### config.mk
export PLATFORM = sky130hd
export DESIGN_NAME = dist_huff_ctrl
export DESIGN_NICKNAME = d
export VERILOG_FILES = /design/src/rtl/dcu_pkg.sv /design/src/rtl/dist_canon_step.sv /design/src/rtl/dist_huff_ctrl.sv
export SDC_FILE = /design/constraint.sdc
export NUM_CORES = 1
export LEC_CHECK = 0
export CORE_ASPECT_RATIO = 0.7
export CORE_MARGIN = 2
export CORE_UTILIZATION = 50
export DETAILED_ROUTE_END_ITERATION = 12
export HOLD_SLACK_MARGIN = 0.03
export PLACE_DENSITY = 0.87
export RECOVER_POWER = 50
export SYNTH_ARGS = -nofsm -noshare
export SYNTH_HDL_FRONTEND = slang
export SYNTH_SLANG_ARGS = --single-unit
### constraint.sdc
create_clock -name clk -period 4.8 [get_ports clk]
set_input_delay 0.72 -clock clk [delete_from_list [all_inputs] [get_ports clk]]
set_output_delay 0.72 -clock clk [all_outputs]
set_load 0.1 [all_outputs]
### src/rtl/dcu_pkg.sv
// Shared definitions for the DEFLATE distance-code decode controller:
// sizes, FSM state encoding and the canonical-code helper functions.
package dcu_pkg;

  localparam int MAXLEN = 8;
  localparam int NSYM   = 16;
  localparam int LEN_W  = 4;
  localparam int TREE_W = NSYM * LEN_W;
  localparam int CODE_W = MAXLEN;

  typedef enum logic [2:0] {
    S_IDLE,
    S_BRST,
    S_BRUN,
    S_DEC,
    S_CHK,
    S_OUT,
    S_ERR
  } state_e;

  // First canonical code of the next length: (first + count) << 1, kept to 8 bits.
  function automatic logic [CODE_W-1:0] next_first(input logic [CODE_W-1:0] first,
                                                   input logic [LEN_W-1:0]  count);
    logic [CODE_W:0] sum;
    sum = {1'b0, first} + (CODE_W+1)'(count);
    return CODE_W'({sum, 1'b0});
  endfunction

  // A tree whose 16 lengths are all equal and nonzero overflows the 4-bit count.
  function automatic logic tree_degenerate(input logic [TREE_W-1:0] tree);
    logic same;
    same = 1'b1;
    for (int i = 1; i < NSYM; i++) begin
      if (tree[i*LEN_W +: LEN_W] != tree[LEN_W-1:0]) same = 1'b0;
    end
    return same && (tree[LEN_W-1:0] != '0);
  endfunction

endpackage

### src/rtl/dist_canon_step.sv
// Combinational canonical-Huffman step: does the current code match at this
// length, is this the last legal length, and what is the next first code.
module dist_canon_step
  import dcu_pkg::*;
(
  input  logic [CODE_W-1:0] code_i,
  input  logic [CODE_W-1:0] first_i,
  input  logic [LEN_W-1:0]  len_i,
  input  logic [LEN_W-1:0]  count_i,
  output logic              match_o,
  output logic              last_o,
  output logic [CODE_W-1:0] first_nxt_o
);

  logic [CODE_W-1:0] offset;

  // NOTE: every output gets a value on every path, so no latch is inferred.
  always_comb begin
    offset      = code_i - first_i;
    match_o     = (code_i >= first_i) && (offset < CODE_W'(count_i));
    last_o      = (len_i == LEN_W'(MAXLEN));
    first_nxt_o = next_first(first_i, count_i);
  end

endmodule

### src/rtl/dist_huff_ctrl.sv
// Sequencer around the distance-code table builder: accepts a code-length tree,
// runs the builder, then decodes a serial MSB-first bitstream into symbols.
module dist_huff_ctrl
  import dcu_pkg::*;
(
  input  logic              clk,
  input  logic              rst,
  input  logic              cfg_valid,
  output logic              cfg_ready,
  input  logic [TREE_W-1:0] cfg_tree,
  output logic              cfg_err,
  input  logic              bit_valid,
  output logic              bit_ready,
  input  logic              bit_in,
  output logic              sym_valid,
  input  logic              sym_ready,
  output logic [LEN_W-1:0]  sym_out,
  output logic [LEN_W-1:0]  sym_len,
  output logic              dec_err,
  output logic              tbl_ok,
  output logic              bld_rst_n,
  output logic              bld_enb,
  output logic [TREE_W-1:0] bld_tree,
  output logic [CODE_W-1:0] bld_code,
  output logic [LEN_W-1:0]  bld_len,
  input  logic              bld_fin,
  input  logic [LEN_W-1:0]  bld_symb,
  input  logic [LEN_W-1:0]  bld_count
);

  state_e            state_q;
  logic              cfg_ready_q, cfg_err_q, bit_ready_q, sym_valid_q, dec_err_q;
  logic              tbl_ok_q, bld_rst_n_q, bld_enb_q;
  logic [LEN_W-1:0]  sym_out_q, sym_len_q, len_q;
  logic [TREE_W-1:0] tree_q;
  logic [CODE_W-1:0] code_q, first_q, first_d;
  logic              match, last_len, cfg_take;

  dist_canon_step u_step (
    .code_i      (code_q),
    .first_i     (first_q),
    .len_i       (len_q),
    .count_i     (bld_count),
    .match_o     (match),
    .last_o      (last_len),
    .first_nxt_o (first_d)
  );

  assign cfg_take = cfg_valid && cfg_ready_q;

  // NOTE: all state is updated with non-blocking assignments in one clocked block.
  always_ff @(posedge clk) begin
    if (rst) begin
      state_q     <= S_IDLE;
      cfg_ready_q <= 1'b1;
      cfg_err_q   <= 1'b0;
      bit_ready_q <= 1'b0;
      sym_valid_q <= 1'b0;
      dec_err_q   <= 1'b0;
      tbl_ok_q    <= 1'b0;
      bld_rst_n_q <= 1'b0;
      bld_enb_q   <= 1'b0;
      sym_out_q   <= '0;
      sym_len_q   <= '0;
      tree_q      <= '0;
      code_q      <= '0;
      first_q     <= '0;
      len_q       <= '0;
    end else begin
      cfg_err_q <= 1'b0;
      dec_err_q <= 1'b0;
      case (state_q)
        S_IDLE, S_DEC: begin
          if (cfg_take) begin
            if (tree_degenerate(cfg_tree)) begin
              cfg_err_q <= 1'b1;
            end else begin
              tree_q      <= cfg_tree;
              cfg_ready_q <= 1'b0;
              bit_ready_q <= 1'b0;
              tbl_ok_q    <= 1'b0;
              bld_rst_n_q <= 1'b0;
              state_q     <= S_BRST;
            end
          end else if (state_q == S_DEC && bit_valid) begin
            code_q      <= {code_q[CODE_W-2:0], bit_in};
            len_q       <= len_q + LEN_W'(1);
            bit_ready_q <= 1'b0;
            cfg_ready_q <= 1'b0;
            state_q     <= S_CHK;
          end
        end
        S_BRST: begin
          bld_rst_n_q <= 1'b1;
          bld_enb_q   <= 1'b1;
          state_q     <= S_BRUN;
        end
        S_BRUN: begin
          if (bld_fin) begin
            bld_enb_q   <= 1'b0;
            tbl_ok_q    <= 1'b1;
            bit_ready_q <= 1'b1;
            cfg_ready_q <= 1'b1;
            code_q      <= '0;
            first_q     <= '0;
            len_q       <= '0;
            state_q     <= S_DEC;
          end
        end
        S_CHK: begin
          if (match) begin
            sym_out_q   <= bld_symb;
            sym_len_q   <= len_q;
            sym_valid_q <= 1'b1;
            state_q     <= S_OUT;
          end else if (last_len) begin
            dec_err_q <= 1'b1;
            tbl_ok_q  <= 1'b0;
            code_q    <= '0;
            first_q   <= '0;
            len_q     <= '0;
            state_q   <= S_ERR;
          end else begin
            first_q     <= first_d;
            bit_ready_q <= 1'b1;
            state_q     <= S_DEC;
          end
        end
        S_OUT: begin
          if (sym_ready) begin
            sym_valid_q <= 1'b0;
            code_q      <= '0;
            first_q     <= '0;
            len_q       <= '0;
            bit_ready_q <= 1'b1;
            cfg_ready_q <= 1'b1;
            state_q     <= S_DEC;
          end
        end
        S_ERR: begin
          cfg_ready_q <= 1'b1;
          state_q     <= S_IDLE;
        end
        default: state_q <= S_IDLE;
      endcase
    end
  end

  // A tree offered at a symbol boundary takes priority over a bit.
  assign bit_ready = bit_ready_q && !cfg_take;
  assign bld_rst_n = bld_rst_n_q && !rst;
  assign cfg_ready = cfg_ready_q;
  assign cfg_err   = cfg_err_q;
  assign sym_valid = sym_valid_q;
  assign sym_out   = sym_out_q;
  assign sym_len   = sym_len_q;
  assign dec_err   = dec_err_q;
  assign tbl_ok    = tbl_ok_q;
  assign bld_enb   = bld_enb_q;
  assign bld_tree  = tree_q;
  assign bld_code  = code_q;
  assign bld_len   = len_q;

endmodule

Yosys cells after proc, flatten, opt, wreduce, memory -nomap -nowiden
Cells that the tools add are included.
{"block": "totals", "register_bits": 103, "input_bits": 79, "out_inout_bits": 92, "wordCells": 153}
{"block": "classes", "addsub": 3, "order_cmp": 2, "n_eq_ne": 34, "n_mux": 64, "n_bitwise": 4, "reduce_logical": 31}
{"op": "$mux 8", "count": 8}
{"op": "$ne 4x4->1", "count": 15}
{"op": "$mux 1", "count": 33}
{"op": "$pmux 8 s4", "count": 1}
{"op": "$mux 4", "count": 6}
{"op": "$pmux 8 s3", "count": 1}
{"op": "$mux 3", "count": 7}
{"op": "$ne 2x2->1 const B", "count": 10}
{"op": "$pmux 4 s4", "count": 1}
{"op": "$pmux 3 s5", "count": 1}
{"op": "$reduce_and 7->1", "count": 2}
{"op": "$reduce_bool 4->1", "count": 3}
{"op": "$eq 3x3->1 const B", "count": 3}
{"op": "$reduce_and 3->1", "count": 3}
{"op": "$ge 8x8->1", "count": 1}
{"op": "$lt 8x4->1", "count": 1}
{"op": "$pmux 1 s4", "count": 2}
{"op": "$reduce_and 4->1", "count": 2}
{"op": "$sub 8x8->8", "count": 1}
{"op": "$add 7x4->7", "count": 1}
{"op": "$eq 3x2->1 const B", "count": 2}
{"op": "$logic_and 1x1->1", "count": 6}
{"op": "$ne 3x3->1 const B", "count": 2}
{"op": "$pmux 1 s2", "count": 3}
{"op": "other kinds (14)", "count": 23}

Logic depth before layout (Yosys ltp)
Gate-level depths: netlist of the first run.
{"block": "logic_depth", "depth_word": 23, "ltp_mapped": 14}

By module
Synthesis of the first run repeated with hierarchy kept, for this count alone.
{"block": "hier_totals", "cells_unflattened": 654, "hier_area_um2": 5744.3}
{"module": "dist_huff_ctrl", "n_inst": 1, "cells_each": 569, "area_per_inst_um2": 5083.6, "seq_area_each_um2": 2062.0}
{"module": "dist_canon_step", "n_inst": 1, "cells_each": 85, "area_per_inst_um2": 660.6, "seq_area_each_um2": 0.0}

Worst setup path after synthesis of the first run
No wires, ideal clock.
{"block": "synth_timing", "kind": "flip-flop to flip-flop", "from": "reg code_q[1], in the netlist bld_code[1]", "to": "reg len_q[3], in the netlist bld_len[3]", "t_arrival_ps": 3468, "slack_ps": 1262, "stages_incl_launch_ff": 12, "path_buffers": 0, "period_less_slack_ps": 3538, "cell_sequence": "dfxtp_1 > inv_1 > ha_1 > inv_1 > fa_1 > ha_1 > o21ai_0 > o221ai_1 > a311oi_1 > or4_1 > or4_1 > a21oi_1"}
{"block": "synth_between", "elab_chain_cells": 5}
{"element": "start: declaration", "line_no": "dist_huff_ctrl.sv:36", "source": "logic [CODE_W-1:0] code_q, first_q, first_d;"}
{"element": "start signal: assignment", "line_no": "dist_huff_ctrl.sv:86", "source": "code_q <= {code_q[CODE_W-2:0], bit_in};"}
{"element": "$sub 8x8->8", "line_no": "dist_canon_step.sv:19", "source": "offset = code_i - first_i;"}
{"element": "$lt 8x4->1", "line_no": "dist_canon_step.sv:20", "source": "match_o = (code_i >= first_i) && (offset < CODE_W'(count_i));"}
{"element": "$logic_and 1x1->1 (*)", "line_no": "dist_canon_step.sv:20"}
{"element": "$ne 2x2->1 (no line) (*)"}
{"element": "$reduce_and 7->1 (no line) (*)"}
{"element": "end signal: assignment", "line_no": "dist_huff_ctrl.sv:87", "source": "len_q <= len_q + LEN_W'(1);"}
{"element": "end: declaration", "line_no": "dist_huff_ctrl.sv:34", "source": "logic [LEN_W-1:0] sym_out_q, sym_len_q, len_q;"}
Every way passes the cells marked *; elsewhere a longest branch is shown, timed or not.
A chain may end at the register's enable or synchronous reset.

Worst setup path after layout of the first run
Same ends and word-level chain as after synthesis.

==> flow_summary.yaml, run 1 <==
detailed_routing:
  drc: 0
  vias_per_cell: 5.772
  first_pass_iters: 6
  post_drt_wl_per_cell_um: 17.78
  ant_nets: 0
  routed_wl_um: 15240
  drtIter0Drc: 403
  num_vias: 4947
critical_path:
  critPathBufInv: 2
  cp-endpoint: "bld_len[3]"
  path_max_fanout: 13
  worstReg2RegStart: "bld_code[1]"
  start_kind: "flop"
  startpoint: "bld_code[1]"
  crit_cells: 11
  arrival_ns: 4.03
  cp-end-kind: "flop"
  reg2reg_depth: 11
  path_cells: "inv_1 > ha_1 > inv_1 > fa_1 > a211oi_1 > nor2_1 > a311oi_1 > a311oi_1 > or4_1 > or4_1 > a21oi_1"
  reg2reg_slack_ns: 1.00
  critPathKind: "reg2reg"
  r2r_end: "bld_len[3]"
  slowest_stage: "or4_1"
  cpLargestDelayFamily: "simple AND/OR/NAND/NOR gates"
  required_ns: 5.03
  cpPeakStageDelay_ns: 0.72
sta:
  hold_viol: 0
  finalCritPeriodShare: 0.7912
  tns_ns: 0
  tightest_slew_ns: 2.026
  slew_headroom: -0.3509
  rsz0062_at_grt: "false"
  layout_setup_ws_ns: 1.002
  period_needed_ns: 3.798
  max_freq_mhz: 263.3
  clock_skew_ns: 0.008230
  setup_viol: 0
  slew_violations: 102
synthesis:
  synth-edff-count: 0
  syn-num-nets: 667
  syn_avg_cell_area_um2: 8.842
  yosys.area_share.simple: 0.2312
  async_reset_ff_frac: 0
  synthDistinctLibCells: 52
  synthMuxAreaShare: 0.1507
  ys.flop_type: "dfxtp_1"
  netlist_instances: 571
  synthAdderAreaFrac: 0.04511
  synth.area.top_cells: "dfxtp_1 (40%), mux2i_1 (15%), nor2_1 (6.7%)"
  yosys_warnings: 0
  synth_top_family_by_area: "simple AND/OR/NAND/NOR gates"
  netlist_area_mm2: 0.005049
  yosysMostFrequentCell: "dfxtp_1"
  yosysTopAreaCell: "dfxtp_1"
  synth_xor_area_frac: 0.008674
  seq_area_frac_synth: 0.4045
  synth_top_area_frac: 0.4045
  ys_ff_latch: 102
  synth_compound_area_frac: 0.1083
  ys_top_cells_by_count: "dfxtp_1 (102), nor2_1 (90), mux2i_1 (76)"
global_route:
  grt_pass1_wl_um: 23560
  grt_max_degree: 102
  grt.overflow.total: 0
  antenna_found_initial: 0
  grt_pass1_vias: 4649
  gr-usage-all-layers: 0.2789
floorplan:
  rows: 30
  dieHeight_um: 88.07
  coreArea_mm2: 0.009759
  start_util: 0.5173
  dieArea_mm2: 0.01093
  io_pins: 171
  die_w_um: 124.1
clocking:
  clk_latency_ns: 0.35
  numCtsBuffers: 9
  tritoncts: "done"
  ctsHoldBuffers: 0
  cts-resized-gates: 0
  clkSlewWorstSetupHoldPaths_ns: 0.07
  cts-root-buf: "clkbuf_16"
  post_cts_buffers: 0
  cts_buffer_depth: 2
  htreeDepth: 3
  cts.sinks: 102
placement:
  port_buffers: 170
  dp_slack_ns: 0.8305
  place_area_mm2: 0.006750
  gp_congestion: 0.8644
  hpwlAfterDp_um: 11330
min_path:
  hp-class: "reg2reg"
cells_and_area:
  fin_area_mm2: 0.007020
  nets: 820
  drive_gt1_frac: 0.03841
  diodes: 0
  area_growth_pct: 39.06
status:
  violations: "max-capacitance violations, max-slew violations"
  outcome: "complete, but fails checks"
job:
  max-cap-violations: 1
power_and_ir_drop:
  ir_drop_mv: 0.3805
  power_density_mw_per_mm2: 609.6
  cellLeakagePower_nw: 2.880
-- layout make-up --
cell class / instances / area, um2
Sequential cell: 102 / 2042
Multi-Input combinational cell: 418 / 2736
Clock inverter: 6 / 51.30
Timing Repair Buffer: 175 / 1734
Clock buffer: 10 / 229.0
Fill cell: 746 / 2739
Inverter: 18 / 67.56
Tap cell: 128 / 160.2
-- report_power, final --
part	switching (mW)	internal [mW]
Sequential	0.127	1.02
Combinational	1.78	0.652
Clock	0.341	0.362
Total	2.25	2.03
-- sequential cells by signal (all words and copies together) (netlist names), 3 cells and up --
signal    count
first_q       7
sym_out       4
bld_tree     64
bld_code      8
bld_len       4
sym_len       4
state_q       3
-- cells in the final DEF, fill, tap and decap left out, drive strengths merged, types with 3 or more instances in the layout --
cell type	netlist	final
or4	13	13
ha	15	15
dfxtp	102	102
a21oi	38	38
nand4b	3	3
nand2	36	36
or3	3	3
nand3b	4	4
nor2	90	90
nor4	8	8
dlygate4sd3	0	92
a211oi	3	3
nand3	24	24
a21o	6	6
a31oi	5	5
inv	18	23
nand4	16	16
xnor2	4	4
clkbuf	18	11
clkdlybuf4s50	0	77
nand2b	10	10
nor2b	7	7
o21ai	13	13
nor3	8	8
buf	15	5
mux2i	76	76
and2	3	3
-- stage by stage --
step	hold WS [ns]	instances	utilization	power (mW)
after floorplan	0.4379	571	-	3.095
after global placement	0.4386	840	0.6917	3.577
after detailed placement	0.4494	840	0.6917	3.632
after CTS	0.4604	856	0.7204	4.346
after global routing	0.4695	857	0.7194	4.456
final	0.4518	857	0.7194	4.280
-- worst reg2reg max path, delay by kind of cell (launching register included) --
kind	cells	cell delay, ns
compound gates	4	1.15
fa+ha+maj	2	0.64
buf+inv	2	0.13
flops	1	0.34
simple gates	3	1.43
-- worst min path at each step --
stage                        to  cells past startpoint         from  slack (ns)
floorplan           bld_rst_n_q                      2  bld_rst_n_q        0.44
global placement     sym_out[0]                      2   sym_out[0]        0.44
detailed placement   sym_out[0]                      2   sym_out[0]        0.45
CTS                  sym_out[3]                      2   sym_out[3]        0.46
global route         sym_len[3]                      2   sym_len[3]        0.47
finish               sym_out[3]                      2   sym_out[3]        0.45
-- logic make-up (layout without fill, tap and decap cells) --
| logic type | count (synthesis) | count (layout) |
|---|---|---|
| fa+ha+maj | 17 | 17 |
| mux | 76 | 76 |
| compound gates | 86 | 86 |
| buf+inv | 51 | 209 |
| flops | 102 | 102 |
| simple gates | 234 | 234 |
| xor+xnor | 5 | 5 |
-- metal layers --
metal | vias up | GRT usage | share of wire
met5 | - | 0 | 0
met4 | 0 | 0.08274 | 0.022
met3 | 34 | 0.06641 | 0.073
met2 | 217 | 0.4600 | 0.46
met1 | 2343 | 0.3653 | 0.44
li1 | 2353 | - | -
Note: power is estimated with default switching activity, not from simulation.
==> inputs of run 2 (changes only) <==
- CORE_UTILIZATION: 50 -> 42
- PLACE_DENSITY: 0.87 -> 0.78
- clock period: 4.8 -> 3.35 ns (I/O delays scaled with it)
==> run 2 against run 1 <==
The run now ends clean. Non-clock buffer count increased by 10. First-iteration DRC count fell by 19%. Clock power grew 54%. Worst setup slack worse by 0.85 ns. Critical endpoint unchanged. Highest routed layer unchanged.
==> flow_summary.yaml, run 2 (synthesis results as in run 1) <==
placement:
  dp_slack_ns: -0.1188
  port_buffers: 170
  placedCellCount: 879
  gp_congestion: 0.9021
  hpwlAfterDp_um: 11360
global_route:
  antenna_found_initial: 0
  gr-usage-all-layers: 0.2322
  grt_pass1_wl_um: 23720
  use_met1: 0.3224
  grt.overflow.total: 0
  grt_pass1_vias: 4476
  grt_max_degree: 63
  grtUsageMet2: 0.3684
  busiest_layer: "met2"
  global_route.usage.met3: 0.05793
sta:
  rsz0062_at_grt: "false"
  hold_viol: 0
  period_needed_ns: 3.199
  clock_skew_ns: 0.009000
  slew_violations: 0
  max_freq_mhz: 312.6
  tightest_slew_ns: 1.334
  setup_viol: 0
  layout_setup_ws_ns: 0.1507
  finalCritPeriodShare: 0.9550
  tns_ns: 0
  slew_headroom: 0.1107
critical_path:
  cpLargestDelayFamily: "simple AND/OR/NAND/NOR gates"
  path_max_fanout: 5
  critPathKind: "reg2reg"
  cp-end-kind: "flop"
  path_cells: "inv_1 > ha_2 > inv_1 > fa_2 > a21o_1 > and3_1 > o211ai_1 > a311oi_2 > or4_4 > or4_4 > a21oi_2"
  arrival_ns: 3.47
  critPathBufInv: 2
  start_kind: "flop"
  required_ns: 3.62
  slowest_stage: "or4_4"
  cpPeakStageDelay_ns: 0.59
clocking:
  cts.sinks: 102
  cts-root-buf: "clkbuf_16"
  clkSlewWorstSetupHoldPaths_ns: 0.07
  ctsHoldBuffers: 0
  htreeDepth: 3
  tritoncts: "done"
  cts_buffer_depth: 2
  clk_latency_ns: 0.34
  numCtsBuffers: 9
detailed_routing:
  num_vias: 4800
  drc: 0
  drtIter0Drc: 327
  vias_per_cell: 5.357
  first_pass_iters: 5
  post_drt_wl_per_cell_um: 16.84
  routed_wl_um: 15090
  ant_nets: 0
cells_and_area:
  layout_common_cells: "dfxtp_1 (99), nor2_1 (90), dlygate4sd3_1 (88), mux2i_1 (76), clkdlybuf4s50_1 (76)"
  largest_reg_flops: 64
  postLayoutCoreUtil: 0.6133
  final_common_cell: "dfxtp_1"
  area_growth_pct: 42.45
  nFillCells: 983
  nets: 830
  diodes: 0
  drive_gt1_frac: 0.06901
  instances_no_fill: 896
power_and_ir_drop:
  power_density_mw_per_mm2: 865.9
  ir_drop_mv: 0.4848
  cellLeakagePower_nw: 2.942
min_path:
  hp-class: "reg2reg"
job:
  max-cap-violations: 0
floorplan:
  die_w_um: 135.0
  dieHeight_um: 95.73
  coreArea_mm2: 0.01173
  io_pins: 171
  dieArea_mm2: 0.01293
  rows: 33
  start_util: 0.4305
status:
  outcome: "completed"
[run 2: through the flow]
step                hold slack [ns]  cell area, um2  power (mW)
floorplan                    0.4379            5051       4.435
global placement             0.4415            6864       5.169
detailed placement           0.4460            6864       5.226
CTS                          0.4532            7177       6.316
global route                 0.4696            7192       6.509
finish                       0.4472            7192       6.227
[run 2: path summary, 6_finish.rpt]
| check | start | depth (start not counted) | slack, ns | endpoint |
|---|---|---|---|---|
| max reg2reg | bld_code[1] | 11 | 0.15 | bld_len[3] |
| min | sym_out[3] | 2 | 0.45 | sym_out[3] |
| min reg2reg | sym_out[3] | 2 | 0.45 | sym_out[3] |
| max | bld_code[1] | 11 | 0.15 | bld_len[3] |
[run 2: what timing repair did]
| action | 4_1_cts | 5_1_grt |
|---|---|---|
| setup endpoints to repair | 7 | 20 |
| gates resized for setup | 1 | 9 |
| pin swaps | 0 | 5 |
| hold endpoints to repair | 0 | 0 |
| setup buffers | 0 | 1 |
[run 2: area by class of cell]
class / count / area [um2] / area share
inverter: 18 / 67.56 / 0.009395
clock buffer: 10 / 239.0 / 0.03323
tap: 157 / 196.4 / 0.02731
clock inverter: 6 / 68.82 / 0.009569
sequential: 102 / 2046 / 0.2844
multi-input combinational: 418 / 2784 / 0.3871
timing repair buffer: 185 / 1790 / 0.2490
[run 2: worst reg2reg max path, cell delays in order, from the launching register on]
cell and delay, ns:
dfxtp_2 0.32, inv_1 0.05, ha_2 0.19, inv_1 0.06
fa_2 0.40, a21o_1 0.20, and3_1 0.19, o211ai_1 0.26
a311oi_2 0.22, or4_4 0.59, or4_4 0.53, a21oi_2 0.12
[run 2: report_power, final]
part           total, mW  switching, mW  internal, mW  leakage (nW)
Clock               1.08          0.472         0.606         0.149
Sequential          1.62          0.161          1.45         0.833
Combinational       3.53           2.56         0.969          1.96
[run 2: routing by layer]
layer	vias up	routed length (um)	share of wire
li1	2352	-	-
met1	2271	7135	0.47
met2	163	6789	0.45
met3	14	999	0.066
met4	0	162	0.011
met5	-	0	0
==> inputs of run 3 (changes only) <==
- MAX_ROUTING_LAYER: default -> met4
==> run 3 against run 2 <==
Routed wire length is 1.6% lower. Critical path depth is 1 higher. Non-clock buffer count is 1 lower. Cell count is 0.11% lower. Global-route usage is 0.35 points higher. Power is 1.4% lower. Sequential share of layout area is 0.17 points higher. First-iteration DRC count is 20% lower. Core utilization is 0.36 points lower. Via count is 0.42% higher. Sequential cell count stayed put. Hold slack better by 0.0037 ns. Highest routed layer unchanged.
==> flow_summary.yaml, run 3 (synthesis results as in run 1) <==
cells_and_area:
  layout_common_cells: "dfxtp_1 (99), nor2_1 (90), dlygate4sd3_1 (88), mux2i_1 (76), clkdlybuf4s50_1 (76)"
  nets: 829
  area_growth_pct: 41.61
  largest_reg_flops: 64
  diodes: 0
  postLayoutCoreUtil: 0.6097
  drive_gt1_frac: 0.06233
  final_common_cell: "dfxtp_1"
global_route:
  grt_max_degree: 58
  antenna_found_initial: 0
  grt_pass1_wl_um: 23320
  gr-usage-all-layers: 0.2356
  grt_pass1_vias: 4505
  grt.overflow.total: 0
clocking:
  clkSlewWorstSetupHoldPaths_ns: 0.07
  numCtsBuffers: 9
  tritoncts: "done"
  clk_latency_ns: 0.34
  cts_buffer_depth: 2
  cts.sinks: 102
  ctsHoldBuffers: 0
  post_cts_buffers: 0
  htreeDepth: 3
  cts-root-buf: "clkbuf_16"
sta:
  setup_viol: 0
  rsz0062_at_grt: "false"
  slew_violations: 0
  hold_viol: 0
  finalCritPeriodShare: 0.9439
  fin_hold_ws_ns: 0.4509
  period_needed_ns: 3.162
  max_freq_mhz: 316.3
  tightest_slew_ns: 1.197
  clock_skew_ns: 0.007312
  tns_ns: 0
  slew_headroom: 0.2052
detailed_routing:
  post_drt_wl_per_cell_um: 16.59
  ant_nets: 0
  first_pass_iters: 6
  num_vias: 4820
  drc: 0
  drtIter0Drc: 260
  routed_wl_um: 14850
  vias_per_cell: 5.385
placement:
  gp_congestion: 0.9278
  port_buffers: 170
  hpwlAfterDp_um: 11230
power_and_ir_drop:
  clockPowerShare: 0.163
  switchingPower_mw: 3.194
  p_sw_frac: 0.5205
  ir_drop_mv: 0.5494
  seq_power_share: 0.266
  cellLeakagePower_nw: 2.915
  pwr-share-comb: 0.572
  power_density_mw_per_mm2: 858.4
  intPower_mw: 2.943
floorplan:
  start_util: 0.4305
  dieHeight_um: 95.73
  rows: 33
  coreArea_mm2: 0.01173
  die_w_um: 135.0
  dieArea_mm2: 0.01293
  io_pins: 171
critical_path:
  cpPeakStageDelay_ns: 0.51
  path_cells: "inv_1 > ha_2 > inv_1 > fa_2 > xor2_1 > ha_1 > o21ai_0 > o221ai_1 > a311oi_2 > or4_4 > or4_1 > a21oi_1"
  slowest_stage: "or4_1"
  critPathBufInv: 2
  reg2reg_depth: 12
  required_ns: 3.62
  cpLargestDelayFamily: "simple AND/OR/NAND/NOR gates"
  worstReg2RegStart: "bld_code[1]"
  arrival_ns: 3.43
  r2r_end: "bld_len[3]"
  path_max_fanout: 5
  reg2reg_slack_ns: 0.19
  cp-end-kind: "flop"
  critPathKind: "reg2reg"
  cp_common_cell: "inv_1"
  start_kind: "flop"
  startpoint: "bld_code[1]"
min_path:
  hp-class: "reg2reg"
  whs_path_depth: 2
  hp-start: "sym_len[1]"
  holdPathEnd: "sym_len[1]"
job:
  max-cap-violations: 0
status:
  outcome: "completed"
[run 3: cell count changes in the layout (fill, tap and decap cells not counted), sizes merged]
cell | before | now
clkinv | 2 | 3
clkbuf | 16 | 15
bufinv | 1 | 0
[run 3: worst max path at each step]
stage	endpoint	slack (ns)	cells past startpoint
after floorplan	bld_len[3]	0.02	8
after global placement	first_q[4]	0.04	10
after detailed placement	first_q[4]	-0.15	11
after CTS	bld_len[3]	0.08	11
after global routing	bld_len[3]	0.03	12
final	bld_len[3]	0.19	12
[run 3: layer usage]
layer	wire, um	track usage
met5	0	-
met4	182	0.05382
met3	1048	0.04897
met2	6644	0.3558
met1	6972	0.3265
[run 3: stage by stage]
step | area (um2) | power [mW] | cells | setup WS (ns)
global placement | 6864 | 5.174 | 879 | 0.04053
global route | 7149 | 6.424 | 895 | 0.03439
finish | 7149 | 6.137 | 895 | 0.1881
CTS | 7152 | 6.240 | 895 | 0.08195
floorplan | 5051 | 4.435 | 571 | 0.02488
detailed placement | 6864 | 5.230 | 879 | -0.1550
[run 3: cell type report]
type / instances / area, um2
flip-flops and latches: 102 / 2046
well taps: 157 / 196.4
repair buffers: 184 / 1785
fillers: 1039 / 4577
clock buffers: 10 / 229.0
clock inverters: 6 / 53.80
inverters: 18 / 67.56
multi-input cells: 418 / 2771
[run 3: power groups by stage]
stage,Sequential [mW],Clock [mW],Combinational [mW]
after CTS,1.64,1.02,3.58
final,1.63,0.997,3.51
after global placement,1.65,0,3.52
after global routing,1.67,1.07,3.68
after detailed placement,1.66,0,3.57
after floorplan,3.13,0,1.30
[run 3: repair_timing]
item | CTS | global route
setup endpoints to repair | 7 | 19
resized for setup | 1 | 5
pin swaps | 0 | 1
endpoints found under the hold margin | 0 | 0
[run 3: worst register-to-register path: stages, from the launching register on]
cell and delay (ns):
dfxtp_2 0.32, inv_1 0.05, ha_2 0.18, inv_1 0.06, fa_2 0.38, xor2_1 0.18
ha_1 0.28, o21ai_0 0.11, o221ai_1 0.27, a311oi_2 0.13, or4_4 0.48, or4_1 0.51
a21oi_1 0.14
